$ cat src/rtl/layer_compositor_pkg.sv
// Shared pixel/fade types and the 4-bit colour scaler used by the compositor.
package vga_pkg;

    typedef logic [15:0] rgb565_t;

    typedef enum logic [1:0] {IDLE, FADE_OUT, HOLD, FADE_IN} fade_state_e;

    localparam logic [4:0] LEVEL_MAX = 5'd16;

    // (c4 * level) >> 4 as a 9-bit product; level 16 is an exact pass-through.
    function automatic logic [3:0] scale4(input logic [3:0] c4, input logic [4:0] level);
        logic [8:0] prod;
        prod = {5'd0, c4} * {4'd0, level};
        return prod[7:4];
    endfunction

endpackage

$ cat src/rtl/layer_compositor_if.sv
// Pixel-source, fade-control and DAC-side signals of the layer compositor.
interface layer_compositor_if #(
    parameter int NUM_LAYERS = 6,
    parameter int NUM_OVL    = 2
);
    logic                     frame_start;
    logic                     de_in;
    logic [NUM_LAYERS-1:0]    layer_en;
    logic [NUM_LAYERS*16-1:0] layer_data;
    logic [NUM_OVL-1:0]       ovl_en;
    logic [NUM_OVL*16-1:0]    ovl_color;
    logic                     fade_req;
    logic [3:0]               red_port;
    logic [3:0]               green_port;
    logic [3:0]               blue_port;
    logic                     de_out;
    logic                     fade_busy;
    logic                     fade_black;

    modport master (
        output frame_start, de_in, layer_en, layer_data, ovl_en, ovl_color, fade_req,
        input  red_port, green_port, blue_port, de_out, fade_busy, fade_black
    );

    modport slave (
        input  frame_start, de_in, layer_en, layer_data, ovl_en, ovl_color, fade_req,
        output red_port, green_port, blue_port, de_out, fade_busy, fade_black
    );
endinterface

$ cat src/rtl/layer_compositor_fade.sv
// Frame-synchronous fade-out / hold / fade-in sequencer; o_level is the level
// that pixels leaving the output stage on this cycle must use.
module fade_sequencer
    import vga_pkg::*;
#(
    parameter int FADE_STEP   = 2,
    parameter int HOLD_FRAMES = 4
) (
    input  logic       clk,
    input  logic       reset_n,
    input  logic       i_frame_start,
    input  logic       i_fade_req,
    output logic [4:0] o_level,
    output logic       o_busy,
    output logic       o_black
);
    localparam int              CNT_W  = $clog2(HOLD_FRAMES + 1);
    localparam logic [5:0]      STEP6  = 6'(FADE_STEP);
    localparam logic [CNT_W-1:0] HOLD_N = CNT_W'(HOLD_FRAMES);

    fade_state_e      r_state, w_state_next;
    logic [4:0]       r_level, w_level_next;
    logic [CNT_W-1:0] r_cnt, w_cnt_next;
    logic             r_busy, r_black;
    logic [5:0]       w_dec, w_inc;

    // Bit 5 of w_dec is the borrow: the step overshot zero.
    assign w_dec = {1'b0, r_level} - STEP6;
    assign w_inc = {1'b0, r_level} + STEP6;

    always_ff @(posedge clk) begin
        if (!reset_n) begin
            r_state <= IDLE;
            r_level <= LEVEL_MAX;
            r_cnt   <= '0;
            r_busy  <= 1'b0;
            r_black <= 1'b0;
        end else begin
            r_state <= w_state_next;
            r_level <= w_level_next;
            r_cnt   <= w_cnt_next;
            r_busy  <= (w_state_next != IDLE);
            r_black <= (w_state_next == HOLD);
        end
    end

    always_comb begin
        w_state_next = r_state;
        w_level_next = r_level;
        w_cnt_next   = r_cnt;
        case (r_state)
            IDLE: begin
                w_level_next = LEVEL_MAX;
                if (i_fade_req) w_state_next = FADE_OUT;
            end
            FADE_OUT: begin
                if (i_frame_start) begin
                    w_level_next = w_dec[5] ? 5'd0 : w_dec[4:0];
                    if (w_dec[5] || (w_dec[4:0] == 5'd0)) begin
                        w_state_next = HOLD;
                        w_cnt_next   = '0;
                    end
                end
            end
            HOLD: begin
                if (i_frame_start) begin
                    w_cnt_next = r_cnt + 1'b1;
                    if (w_cnt_next == HOLD_N) w_state_next = FADE_IN;
                end
            end
            FADE_IN: begin
                if (i_frame_start) begin
                    if (w_inc >= {1'b0, LEVEL_MAX}) begin
                        w_level_next = LEVEL_MAX;
                        w_state_next = IDLE;
                    end else begin
                        w_level_next = w_inc[4:0];
                    end
                end
            end
            default: w_state_next = IDLE;
        endcase
    end

    assign o_level = w_level_next;
    assign o_busy  = r_busy;
    assign o_black = r_black;
endmodule

$ cat src/rtl/layer_compositor.sv
// Two-stage pixel compositor: stage 1 registers sources, stage 2 picks the
// highest-priority visible colour, applies the fade level and drives the DAC.
module layer_compositor
    import vga_pkg::*;
#(
    parameter int      NUM_LAYERS  = 6,
    parameter int      NUM_OVL     = 2,
    parameter rgb565_t KEY_COLOR   = 16'hF81F,
    parameter int      FADE_STEP   = 2,
    parameter int      HOLD_FRAMES = 4
) (
    input logic              clk,
    input logic              reset_n,
    layer_compositor_if.slave bus
);
    logic                     r_de_s1;
    logic [NUM_LAYERS-1:0]    r_len_s1;
    logic [NUM_LAYERS*16-1:0] r_ldat_s1;
    logic [NUM_OVL-1:0]       r_oen_s1;
    logic [NUM_OVL*16-1:0]    r_ocol_s1;

    logic [3:0] r_red, r_green, r_blue;
    logic       r_de_out;

    logic [NUM_LAYERS-1:0] w_layer_vis;
    rgb565_t               w_pix;
    logic [4:0]            w_level;
    logic                  w_busy, w_black;

    generate
        for (genvar gi = 0; gi < NUM_LAYERS; gi++) begin : g_vis
            assign w_layer_vis[gi] = r_len_s1[gi] && (r_ldat_s1[16*gi +: 16] != KEY_COLOR);
        end
    endgenerate

    // Scan from lowest priority up so the lowest index wins; overlays go last to outrank layers.
    always_comb begin
        w_pix = 16'h0000;
        for (int i = NUM_LAYERS - 1; i >= 0; i--) begin
            if (w_layer_vis[i]) w_pix = r_ldat_s1[16*i +: 16];
        end
        for (int i = NUM_OVL - 1; i >= 0; i--) begin
            if (r_oen_s1[i]) w_pix = r_ocol_s1[16*i +: 16];
        end
    end

    always_ff @(posedge clk) begin
        if (!reset_n) begin
            r_de_s1   <= 1'b0;
            r_len_s1  <= '0;
            r_ldat_s1 <= '0;
            r_oen_s1  <= '0;
            r_ocol_s1 <= '0;
            r_red     <= 4'd0;
            r_green   <= 4'd0;
            r_blue    <= 4'd0;
            r_de_out  <= 1'b0;
        end else begin
            r_de_s1   <= bus.de_in;
            r_len_s1  <= bus.layer_en;
            r_ldat_s1 <= bus.layer_data;
            r_oen_s1  <= bus.ovl_en;
            r_ocol_s1 <= bus.ovl_color;
            r_de_out  <= r_de_s1;
            if (r_de_s1) begin
                r_red   <= scale4(w_pix[15:12], w_level);
                r_green <= scale4(w_pix[10:7],  w_level);
                r_blue  <= scale4(w_pix[4:1],   w_level);
            end else begin
                r_red   <= 4'd0;
                r_green <= 4'd0;
                r_blue  <= 4'd0;
            end
        end
    end

    fade_sequencer #(
        .FADE_STEP  (FADE_STEP),
        .HOLD_FRAMES(HOLD_FRAMES)
    ) u_fade (
        .clk          (clk),
        .reset_n      (reset_n),
        .i_frame_start(bus.frame_start),
        .i_fade_req   (bus.fade_req),
        .o_level      (w_level),
        .o_busy       (w_busy),
        .o_black      (w_black)
    );

    assign bus.red_port   = r_red;
    assign bus.green_port = r_green;
    assign bus.blue_port  = r_blue;
    assign bus.de_out     = r_de_out;
    assign bus.fade_busy  = w_busy;
    assign bus.fade_black = w_black;
endmodule

$ cat src/flat_wrapper.sv
// flat-port wrapper written by rule: the top's interface ports become plain ports
module layer_compositor_flat import vga_pkg::*;
#(
    parameter int      NUM_LAYERS  = 6,
    parameter int      NUM_OVL     = 2,
    parameter rgb565_t KEY_COLOR   = 16'hF81F,
    parameter int      FADE_STEP   = 2,
    parameter int      HOLD_FRAMES = 4
)
  (clk, reset_n, bus_frame_start, bus_de_in, bus_layer_en, bus_layer_data, bus_ovl_en, bus_ovl_color, bus_fade_req, bus_red_port, bus_green_port, bus_blue_port, bus_de_out, bus_fade_busy, bus_fade_black);
  layer_compositor_if #(.NUM_LAYERS(NUM_LAYERS), .NUM_OVL(NUM_OVL)) bus_i ();
  input logic clk;
  input logic reset_n;
  input wire logic [$bits(bus_i.frame_start)-1:0] bus_frame_start;
  input wire logic [$bits(bus_i.de_in)-1:0] bus_de_in;
  input wire logic [$bits(bus_i.layer_en)-1:0] bus_layer_en;
  input wire logic [$bits(bus_i.layer_data)-1:0] bus_layer_data;
  input wire logic [$bits(bus_i.ovl_en)-1:0] bus_ovl_en;
  input wire logic [$bits(bus_i.ovl_color)-1:0] bus_ovl_color;
  input wire logic [$bits(bus_i.fade_req)-1:0] bus_fade_req;
  output wire logic [$bits(bus_i.red_port)-1:0] bus_red_port;
  output wire logic [$bits(bus_i.green_port)-1:0] bus_green_port;
  output wire logic [$bits(bus_i.blue_port)-1:0] bus_blue_port;
  output wire logic [$bits(bus_i.de_out)-1:0] bus_de_out;
  output wire logic [$bits(bus_i.fade_busy)-1:0] bus_fade_busy;
  output wire logic [$bits(bus_i.fade_black)-1:0] bus_fade_black;
  assign bus_i.frame_start = bus_frame_start;
  assign bus_i.de_in = bus_de_in;
  assign bus_i.layer_en = bus_layer_en;
  assign bus_i.layer_data = bus_layer_data;
  assign bus_i.ovl_en = bus_ovl_en;
  assign bus_i.ovl_color = bus_ovl_color;
  assign bus_i.fade_req = bus_fade_req;
  assign bus_red_port = bus_i.red_port;
  assign bus_green_port = bus_i.green_port;
  assign bus_blue_port = bus_i.blue_port;
  assign bus_de_out = bus_i.de_out;
  assign bus_fade_busy = bus_i.fade_busy;
  assign bus_fade_black = bus_i.fade_black;
  layer_compositor #(.NUM_LAYERS(NUM_LAYERS), .NUM_OVL(NUM_OVL), .KEY_COLOR(KEY_COLOR), .FADE_STEP(FADE_STEP), .HOLD_FRAMES(HOLD_FRAMES)) u_core (.clk(clk), .reset_n(reset_n), .bus(bus_i));
endmodule
$ cat config.mk
export PLATFORM = sky130hd
export DESIGN_NAME = layer_compositor_flat
export DESIGN_NICKNAME = d
export VERILOG_FILES = /design/src/rtl/layer_compositor_pkg.sv /design/src/rtl/layer_compositor_if.sv /design/src/rtl/layer_compositor_fade.sv /design/src/rtl/layer_compositor.sv /design/src/flat_wrapper.sv
export SDC_FILE = /design/constraint.sdc
export NUM_CORES = 1
export LEC_CHECK = 0
export ABC_AREA = 1
export CORE_AREA = 2 2 100 174
export DETAILED_ROUTE_END_ITERATION = 6
export DIE_AREA = 0 0 102 176
export GPL_ROUTABILITY_DRIVEN = 0
export GPL_TIMING_DRIVEN = 0
export PLACE_DENSITY = 0.84
export SYNTH_ARGS = -nofsm -noshare
export SYNTH_HDL_FRONTEND = slang
export SYNTH_SLANG_ARGS = --single-unit
$ cat constraint.sdc
create_clock -name clk -period 4 [get_ports clk]
set_clock_uncertainty 0.05 [all_clocks]
set_input_delay 0.8 -clock clk [delete_from_list [all_inputs] [get_ports clk]]
set_output_delay 0.8 -clock clk [all_outputs]
set_load 0.03 [all_outputs]
After elaboration in Yosys (flattened, before gate mapping)
Index checks and enable logic that the tools add are counted.
Widths: inputs -> output; s select.
{"block": "word_totals", "register_bits": 162, "word_cells": 73, "output_inout_bits": 15, "inputBits": 141}
{"block": "op_classes", "n_eq_ne": 14, "add_sub_neg": 3, "n_reduce_logical": 13, "muxes": 25, "magnitude_cmp": 1, "mul": 3}
{"operator": "$mux 16", "n": 8}
{"operator": "$ne 16x16->1 const B", "n": 6}
{"operator": "$mul 4x5->8", "n": 3}
{"operator": "$mux 5", "n": 4}
{"operator": "$pmux 5 s3", "n": 1}
{"operator": "$mux 2", "n": 7}
{"operator": "$mux 3", "n": 3}
{"operator": "$pmux 2 s4", "n": 1}
{"operator": "$add 5x2->6 const B", "n": 1}
{"operator": "$eq 2x2->1 const B", "n": 3}
{"operator": "$ge 6x5->1 const B", "n": 1}
{"operator": "$logic_and 1x1->1", "n": 6}
{"operator": "$ne 2x2->1 const B", "n": 3}
{"operator": "$pmux 3 s2", "n": 1}
{"operator": "$sub 5x2->6 const B", "n": 1}
{"operator": "$logic_not 5->1", "n": 1}
{"operator": "$reduce_and 4->1", "n": 1}
{"operator": "$reduce_bool 2->1", "n": 2}
{"operator": "$add 3x1->3 const B", "n": 1}
{"operator": "$eq 3x3->1 const B", "n": 1}
{"operator": "$eq 2x1->1 const B", "n": 1}
{"operator": "$logic_not 2->1", "n": 1}
{"operator": "$reduce_and 2->1", "n": 1}
{"operator": "$logic_or 1x1->1", "n": 1}

Longest topological paths before layout
Gate-level depths: netlist of the first run.
{"block": "depth", "depth_word": 11, "depth_mapped": 29, "ltp_nobuf": 29}

Modules after synthesis
A second synthesis of the first run with hierarchy kept.
{"block": "hier_totals", "hier_cells": 1094, "area_unflattened_um2": 7753.7}
{"module": "layer_compositor", "seq_area_each_um2": 2842.7, "cells_per_inst": 960, "area_each_um2": 6912.9, "instances": 1}
{"module": "fade_sequencer", "seq_area_each_um2": 240.2, "cells_per_inst": 134, "area_each_um2": 840.8, "instances": 1}

Worst setup path after synthesis of the first run
No wires, ideal clock.
{"block": "synth_timing", "kind": "input to register", "start": "input bus_frame_start", "end": "register u_core.r_green[3] (netlist: u_core.bus.green_port[3])", "path_buffers": 1, "setup_slack_ns": -0.149, "cell_stages": 21, "arrival_ns": 3.984, "required_ns": 3.835, "setup_time_ns": 0.115, "path_cell_list": "buf_2 > inv_1 > nor2_2 > inv_2 > nand2_4 > inv_4 > nand3_1 > o21ai_0 > a32oi_2 > nor2_1 > fa_1 > inv_1 > fa_1 > inv_1 > ha_1 > a21oi_1 > nor3_1 > a211oi_1 > nand3_1 > nand2_1 > nor2_1"}
{"block": "synth_between", "elab_chain_len": 3, "word_cells_on_any_way": 4, "cone_classes": "mul: 1; mux: 3"}
{"item": "start, declared", "line_no": "flat_wrapper.sv:14", "rtl": "input wire logic [$bits(bus_i.frame_start)-1:0] bus_frame_start;"}
{"item": "$mux 5, on equally long branches", "line_no": "layer_compositor_fade.sv:72, layer_compositor_fade.sv:57"}
{"item": "$pmux 5 s3 (*)", "line_no": "layer_compositor_fade.sv:51", "rtl": "case (r_state)"}
{"item": "$mul 4x5->8 (*)", "line_no": "layer_compositor_pkg.sv:13", "rtl": "prod = {5'd0, c4} * {4'd0, level};"}
{"item": "end signal, assigned", "line_no": "layer_compositor.sv:67", "rtl": "r_green <= scale4(w_pix[10:7], w_level);"}
{"item": "end, declared", "line_no": "layer_compositor.sv:22", "rtl": "logic [3:0] r_red, r_green, r_blue;"}
Every way passes the cells marked *; elsewhere a longest branch is shown, timed or not.
A chain may end at the register's enable or synchronous reset.

Final worst setup path of the first run
{"block": "layout_timing", "start": "register u_core.r_ldat_s1[79]", "end": "register u_core.r_green[3] (netlist: u_core.bus.green_port[3])"}
{"block": "layout_between", "elab_chain_len": 10}
{"item": "start, declared", "line_no": "layer_compositor.sv:18", "rtl": "logic [NUM_LAYERS*16-1:0] r_ldat_s1;"}
{"item": "start signal, assigned", "line_no": "layer_compositor.sv:61", "rtl": "r_ldat_s1 <= bus.layer_data;"}
{"item": "$ne 16x16->1", "line_no": "layer_compositor.sv:32", "rtl": "assign w_layer_vis[gi] = r_len_s1[gi] && (r_ldat_s1[16*gi +: 16] != KEY_COLOR);"}
{"item": "$logic_and 1x1->1", "line_no": "layer_compositor.sv:32"}
{"item": "$mux 16 (5 in series)", "line_no": "layer_compositor.sv:40", "rtl": "if (w_layer_vis[i]) w_pix = r_ldat_s1[16*i +: 16];"}
{"item": "$mux 16 (2 in series)", "line_no": "layer_compositor.sv:43", "rtl": "if (r_oen_s1[i]) w_pix = r_ocol_s1[16*i +: 16];"}
{"item": "$mul 4x5->8", "line_no": "layer_compositor_pkg.sv:13"}
No other way between the ends.

==> results of run 1 <==
worst min path at each step:
| stage | from | endpoint | slack (ns) |
|---|---|---|---|
| global placement | u_core.u_fade.r_cnt[2] | u_core.u_fade.r_cnt[2] | 0.42 |
| floorplan | u_core.u_fade.r_cnt[2] | u_core.u_fade.r_cnt[2] | 0.40 |
| finish | u_core.u_fade.r_cnt[2] | u_core.u_fade.r_cnt[2] | 0.43 |
| CTS | u_core.u_fade.r_cnt[2] | u_core.u_fade.r_cnt[2] | 0.44 |
| global route | u_core.u_fade.r_cnt[2] | u_core.u_fade.r_cnt[2] | 0.46 |
| detailed placement | u_core.u_fade.r_cnt[2] | u_core.u_fade.r_cnt[2] | 0.42 |
flip-flops by register name (all words and copies together) (netlist names):
register	cells
u_core.r_len_s1	6
u_core.r_ocol_s1	24
u_core.u_fade.o_busy	1
u_core.u_fade.r_level	5
u_core.u_fade.r_cnt	3
u_core.bus.red_port	4
u_core.bus.de_out	1
u_core.u_fade.o_black	1
u_core.r_de_s1	1
u_core.bus.blue_port	4
u_core.bus.green_port	4
u_core.r_oen_s1	2
u_core.r_ldat_s1	96
u_core.u_fade.r_state	2
through the flow:
step | setup slack, ns | util [%] | cells | hold slack, ns | setup TNS (ns)
2_1_floorplan | 0.0171 | - | 1076 | 0.400 | 0
3_3_place_gp | -0.399 | 57.1 | 1445 | 0.420 | -2.72
3_5_place_dp | -0.522 | 57.1 | 1445 | 0.425 | -3.72
4_1_cts | -0.0959 | 63.3 | 1506 | 0.436 | -0.444
5_1_grt | -0.364 | 65.4 | 1520 | 0.457 | -3.00
6_report | -0.138 | 65.4 | 1520 | 0.433 | -0.493
cells by family after synthesis:
logic type / count (synthesis)
flops: 154
simple gates: 503
xor+xnor: 5
fa+ha+maj: 46
buf+inv: 277
compound gates: 91
power groups by stage:
stage | registers (W) | logic [W] | clock network, W
global placement | 0.00168 | 0.000627 | 0
global route | 0.00166 | 0.000892 | 0.00157
finish | 0.00166 | 0.000824 | 0.00150
detailed placement | 0.00168 | 0.000645 | 0
floorplan | 0.00169 | 0.000374 | 0
CTS | 0.00165 | 0.000746 | 0.00151
routing by layer:
metal / wire length [um] / share of wire [%]
met4: 1640 / 7.4
met5: 0 / 0
met1: 7410 / 33
met3: 1170 / 5.3
met2: 12100 / 54
placed cells by master, fill, tap and decap left out, types with 22 or more instances in the layout:
cell type | netlist | routed
sky130_fd_sc_hd__clkdlybuf4s50_1 | 0 | 145
sky130_fd_sc_hd__nand2_1 | 299 | 273
sky130_fd_sc_hd__nor2_1 | 75 | 63
sky130_fd_sc_hd__a21oi_1 | 32 | 25
sky130_fd_sc_hd__nand2_2 | 10 | 32
sky130_fd_sc_hd__ha_1 | 31 | 22
sky130_fd_sc_hd__nand3_1 | 57 | 50
sky130_fd_sc_hd__buf_4 | 4 | 40
sky130_fd_sc_hd__inv_1 | 234 | 221
sky130_fd_sc_hd__dfxtp_1 | 154 | 137
final cells by class:
class / instances / area (um2)
buffer: 31 / 186
clock buffer: 18 / 429
clock inverter: 14 / 115
fill: 1268 / 5690
inverter: 246 / 932
multi-input combinational: 645 / 3920
sequential: 154 / 3100
tap: 224 / 280
timing repair buffer: 188 / 1790
critical path, stage by stage, from the launching register on:
cell	delay, ns
sky130_fd_sc_hd__dfxtp_1	0.37
sky130_fd_sc_hd__nand4_1	0.13
sky130_fd_sc_hd__nor2_1	0.15
sky130_fd_sc_hd__nand2_2	0.09
sky130_fd_sc_hd__nand2_4	0.09
sky130_fd_sc_hd__buf_6	0.11
sky130_fd_sc_hd__buf_6	0.11
sky130_fd_sc_hd__nand4_1	0.12
sky130_fd_sc_hd__nand3_1	0.14
sky130_fd_sc_hd__nand3_2	0.09
sky130_fd_sc_hd__nand2_1	0.08
sky130_fd_sc_hd__nand2_1	0.07
sky130_fd_sc_hd__nand2_1	0.09
sky130_fd_sc_hd__nand2_1	0.09
sky130_fd_sc_hd__nand2_2	0.12
sky130_fd_sc_hd__nand2_2	0.10
sky130_fd_sc_hd__nor2_1	0.17
sky130_fd_sc_hd__fa_1	0.44
sky130_fd_sc_hd__inv_2	0.07
sky130_fd_sc_hd__fa_1	0.41
sky130_fd_sc_hd__inv_2	0.08
sky130_fd_sc_hd__ha_4	0.22
sky130_fd_sc_hd__a21oi_4	0.16
sky130_fd_sc_hd__nor3_2	0.07
sky130_fd_sc_hd__a211oi_2	0.22
sky130_fd_sc_hd__nand3_1	0.10
sky130_fd_sc_hd__nand2_1	0.07
sky130_fd_sc_hd__nor2_1	0.05
what timing repair did:
action	4_1_cts	5_1_grt
buffers inserted	29	14
setup endpoints to repair	12	12
gates resized for setup	72	78
hold buffers	0	0
pin swaps	73	76
==> flow_summary.toml, run 1 <==
[status]
status = "complete, but fails checks"
failed_checks = "design-rule violations, negative setup slack"

[power]
max-vdd-ir-drop_v = 0.000297
switching_power_w = 0.00118
total_leakage_power_nw = 5.66
intPower_w = 0.00280
power_density_nw_per_um2 = 370
share_seq_of_total_power_pct = 41.6
finalPower_w = 0.00398
sw_frac_of_total_pct = 29.7
power_frac_comb_pct = 20.7
clkPwrFrac_pct = 37.6

[global_route]
first_global_vias = 7449
globalRouteOverflowTotal = 0
antenna_found_initial = 0
maximum_number_of_pins_on_one_net_before_global_route_repair = 17
groute.layer.met1.usage_pct = 21.6
grt.met2_usage_pct = 45.5
met3_usage_pct = 4.67
global_route.peak_usage_layer = "met2"
grt_first_pass_wirelength_um = 33200
gr-usage-all-layers_pct = 24.0

[synthesis]
synthDistinctLibCells = 43
ys_warn_count = 0
yosys-top-cells-area = "sky130_fd_sc_hd__dfxtp_1, sky130_fd_sc_hd__nand2_1, sky130_fd_sc_hd__inv_1, sky130_fd_sc_hd__ha_1, sky130_fd_sc_hd__fa_1"
synth_nets = 1263
synth_mux_area_share_pct = 0
synthesis.instances = 1076
area_fraction_in_and_or_nand_and_nor_cells_after_synthesis_pct = 28.6
yosys.area.top_type = "sky130_fd_sc_hd__dfxtp_1"
synth.most_common_cell = "sky130_fd_sc_hd__nand2_1"
netlist_top_cells_count = "sky130_fd_sc_hd__nand2_1, sky130_fd_sc_hd__inv_1, sky130_fd_sc_hd__dfxtp_1"
synth_adder_area_share_pct = 9.04
synth_enable_flop_cells = 0
yosys.area.top_type_share_pct = 40.5
register_area_share_after_synthesis_pct = 40.5
xor_xnor_share_of_the_synthesized_area_pct = 0.575
post_synth.cell_area_avg_um2 = 7.08
asyncSetResetFlopFracSynth_pct = 0
synth_compound_area_share_pct = 7.21
postSynth.topFlopCell = "sky130_fd_sc_hd__dfxtp_1"
combinational_family_with_the_most_area_after_synthesis = "simple AND/OR/NAND/NOR gates"
synthesis.area_um2 = 7610
seq_cells_post_synth = 154

[worst_setup_path]
timing.critical_path.to_type = "flop"
r2r_slack_ns = -0.14
critical_path.max_fanout = 5
worstPathRequired_ns = 4.28
critPathArrivalTime_ns = 4.42
worst-setup-path-type = "flop to flop"
setup.worst_path.start = "u_core.r_ldat_s1[79]"
critPathCapture = "u_core.bus.green_port[3]"
rr_startpoint = "u_core.r_ldat_s1[79]"
timing.critical_path.from_type = "flop"
reg2regPathDepth = 27
reg2reg_to = "u_core.bus.green_port[3]"

[route]
post_drt_wl_per_cell_um = 14.7
starting_drt_drc_count = 471
postRouteAntennaNets = 0
first_pass_iters = 7
via_count = 7662
drc_errors = 11
totalWireLength_um = 22300
drt-vias-per-instance = 5.04

[floorplanning]
dieWidth_um = 102
core-area_um2 = 16400
floorplan.io_pins = 156
die_area_um2 = 18000
initial_utilization_pct = 46.3
num_rows = 62
die_y_um = 176

[timing]
finalCritPeriodShare_pct = 103
slew_headroom_pct = 55.7
final_hold_violation_count = 0
tightest_slew_ns = 0.665
maxSlewViolCount = 0
final_critical_path_setup_slack_ns = -0.138
setup_repair_after_global_routing_missed_its_margin = "yes"
post-route-min-period_ns = 4.14
setup_viol_count_final = 9
fmaxAchievable_ghz = 0.242

[clock_tree]
cts.path.max_buffers = 2
cts_max_level = 4
worst_setup_hold_path_clk_slew_ns = 0.07
cts_made_buffers = 17
worst_skew_pair.late_latency_ns = 0.43
cts.sink_count = 154
cts-root-buf = "sky130_fd_sc_hd__clkbuf_16"
tritoncts = "done"

[final_layout]
area.growth.synth_to_final_pct = 41.3
design.final.nets = 1470
layout-drive-gt1-share_pct = 19.4
n_antenna_cell = 0
layout.cell_area.non_filler_um2 = 10800

[place]
place_hpwl_um = 15600
place.port_buffers = 145
postPlaceCellArea_um2 = 9380

[worst_hold_path]
whs_path_depth = 2
min_path_type = "flop to flop"

[run]
cap_violations = 0
Power figures use the tool's default switching activity.
==> inputs of run 2 (changes only) <==
- REMOVE_ABC_BUFFERS: unset -> 1
==> run 2 against run 1 <==
The flow finishes with violations (negative setup slack); die area stayed put; total power is 1.4% higher; hold slack worse by 0.00095 ns.
==> flow_summary.toml, run 2 (same netlist as run 1, synthesis figures left out) <==
[floorplanning]
die_area_um2 = 18000
dieWidth_um = 102
floorplan.io_pins = 156
initial_utilization_pct = 46.3
num_rows = 62
core-area_um2 = 16400
die_y_um = 176

[global_route]
antenna_found_initial = 0
globalRouteOverflowTotal = 0
global_route.peak_usage_layer = "met2"
first_global_vias = 7120
maximum_number_of_pins_on_one_net_before_global_route_repair = 87
gr-usage-all-layers_pct = 22.9
groute.layer.met1.usage_pct = 21.1
met3_usage_pct = 4.59
grt.met2_usage_pct = 43.5
grt_first_pass_wirelength_um = 32000

[status]
failed_checks = "negative setup slack"
status = "complete, but fails checks"

[place]
pre_cts_ws_ns = -1.17
place_hpwl_um = 14400
place.port_buffers = 147
postPlaceCellArea_um2 = 9250
dpl.cell_count = 1417

[power]
power_density_nw_per_um2 = 385
total_leakage_power_nw = 5.56
max-vdd-ir-drop_v = 0.000284

[timing]
final_critical_path_setup_slack_ns = -0.136
slew_headroom_pct = 62.9
setup_viol_count_final = 6
final_hold_violation_count = 0
post-route-min-period_ns = 4.14
tightest_slew_ns = 0.556
finalCritPeriodShare_pct = 103
maxSlewViolCount = 0
worst_hold_slack_ns = 0.432
setup_repair_after_global_routing_missed_its_margin = "yes"
fmaxAchievable_ghz = 0.242

[final_layout]
regArea_um2 = 3090
layout_commonest_cell = "sky130_fd_sc_hd__nand2_1"
largest-register = "u_core.r_ldat_s1"
filler_cell_count = 1320
largest_reg_flops = 96
area.growth.synth_to_final_pct = 37.6
design.final.nets = 1432
n_antenna_cell = 0
layout-drive-gt1-share_pct = 16.4
final_cell_count_without_fillers = 1481
finish.utilization_pct = 63.7
biggestRegsByFlops = "u_core.r_ldat_s1 (96), u_core.r_ocol_s1 (24), u_core.r_len_s1 (6)"
layout.cells.most_common_list = "sky130_fd_sc_hd__nand2_1, sky130_fd_sc_hd__inv_1, sky130_fd_sc_hd__clkdlybuf4s50_1, sky130_fd_sc_hd__dfxtp_1, sky130_fd_sc_hd__nor2_1"
layout.cell_area.non_filler_um2 = 10500
multi_input_area_um2 = 3830

[route]
starting_drt_drc_count = 309
totalWireLength_um = 20600
post_drt_wl_per_cell_um = 13.9
first_pass_iters = 5
drt-vias-per-instance = 4.90
drc_errors = 0
postRouteAntennaNets = 0
via_count = 7261

[clock_tree]
tritoncts = "done"
cts_made_buffers = 17
cts_max_level = 4
cts.path.max_buffers = 2
cts-root-buf = "sky130_fd_sc_hd__clkbuf_16"
cts.sink_count = 154
worst_skew_pair.late_latency_ns = 0.42
worst_setup_hold_path_clk_slew_ns = 0.07

[worst_setup_path]
worst-setup-path-type = "flop to flop"
critical_path.max_fanout = 7
critPathArrivalTime_ns = 4.40
timing.critical_path.to_type = "flop"
timing.critical_path.from_type = "flop"
worstPathRequired_ns = 4.27

[worst_hold_path]
min_path_type = "flop to flop"

[run]
cap_violations = 0
[run 2: area by class of cell]
class | instances | area share, %
clock buffers | 17 | 4.06
well taps | 224 | 2.68
inverters | 246 | 8.92
flip-flops and latches | 154 | 29.5
multi-input cells | 648 | 36.6
clock inverters | 14 | 1.72
repair buffers | 178 | 16.5
[run 2: final timing paths]
kind | startpoint | endpoint | slack, ns | depth (start not counted)
worst max-delay path | u_core.r_ldat_s1[88] | u_core.bus.green_port[3] | -0.14 | 23
worst max register to register | u_core.r_ldat_s1[88] | u_core.bus.green_port[3] | -0.14 | 23
worst min-delay path | u_core.u_fade.r_cnt[2] | u_core.u_fade.r_cnt[2] | 0.43 | 2
worst min register to register | u_core.u_fade.r_cnt[2] | u_core.u_fade.r_cnt[2] | 0.43 | 2
[run 2: per-layer routing]
| layer | share of wire (%) | up-vias |
|---|---|---|
| met2 | 56 | 289 |
| li1 | - | 3591 |
| met5 | 0 | - |
| met3 | 4.8 | 94 |
| met4 | 6.6 | 0 |
| met1 | 33 | 3287 |
[run 2: through the flow]
step                TNS (ns)  total power [W]
CTS                  -0.0306          0.00399
floorplan                  0          0.00203
finish                -0.477          0.00403
detailed placement    -11.00          0.00230
global placement     -120.38          0.00229
global route           -2.73          0.00420
[run 2: what timing repair did]
action                                 CTS  global route
cloned                                   2             1
buffers inserted                        19            11
gates resized for setup                 57            50
endpoints found under the hold margin    0             0
setup endpoints to repair               12            12
pin swaps                               30            57
hold buffers                             0             0
[run 2: power by group]
group	leakage [nW]	internal [W]	total (W)	switching (W)
sequential	1.28	0.00161	0.00166	0.0000446
combinational	3.99	0.000332	0.000732	0.000400
clock	0.289	0.000942	0.00164	0.000700
total	5.56	0.00289	0.00403	0.00114
[run 2: worst max-delay path: stages, from the launching register on]
cell and delay, ns:
sky130_fd_sc_hd__dfxtp_2 0.35, sky130_fd_sc_hd__nor2_2 0.05, sky130_fd_sc_hd__nand3_1 0.10, sky130_fd_sc_hd__nor2_2 0.06, sky130_fd_sc_hd__nand2_2 0.12, sky130_fd_sc_hd__nand2_2 0.07, sky130_fd_sc_hd__o21ai_1 0.14, sky130_fd_sc_hd__o211ai_1 0.18
sky130_fd_sc_hd__a311oi_2 0.34, sky130_fd_sc_hd__o22ai_2 0.11, sky130_fd_sc_hd__o21ai_2 0.23, sky130_fd_sc_hd__nand2_2 0.14, sky130_fd_sc_hd__nor2_4 0.13, sky130_fd_sc_hd__fa_1 0.43, sky130_fd_sc_hd__inv_2 0.07, sky130_fd_sc_hd__fa_1 0.43
sky130_fd_sc_hd__inv_2 0.08, sky130_fd_sc_hd__ha_4 0.22, sky130_fd_sc_hd__a21oi_4 0.16, sky130_fd_sc_hd__nor3_2 0.07, sky130_fd_sc_hd__a211oi_2 0.26, sky130_fd_sc_hd__nand3_1 0.11, sky130_fd_sc_hd__nand2_1 0.07, sky130_fd_sc_hd__nor2_1 0.04
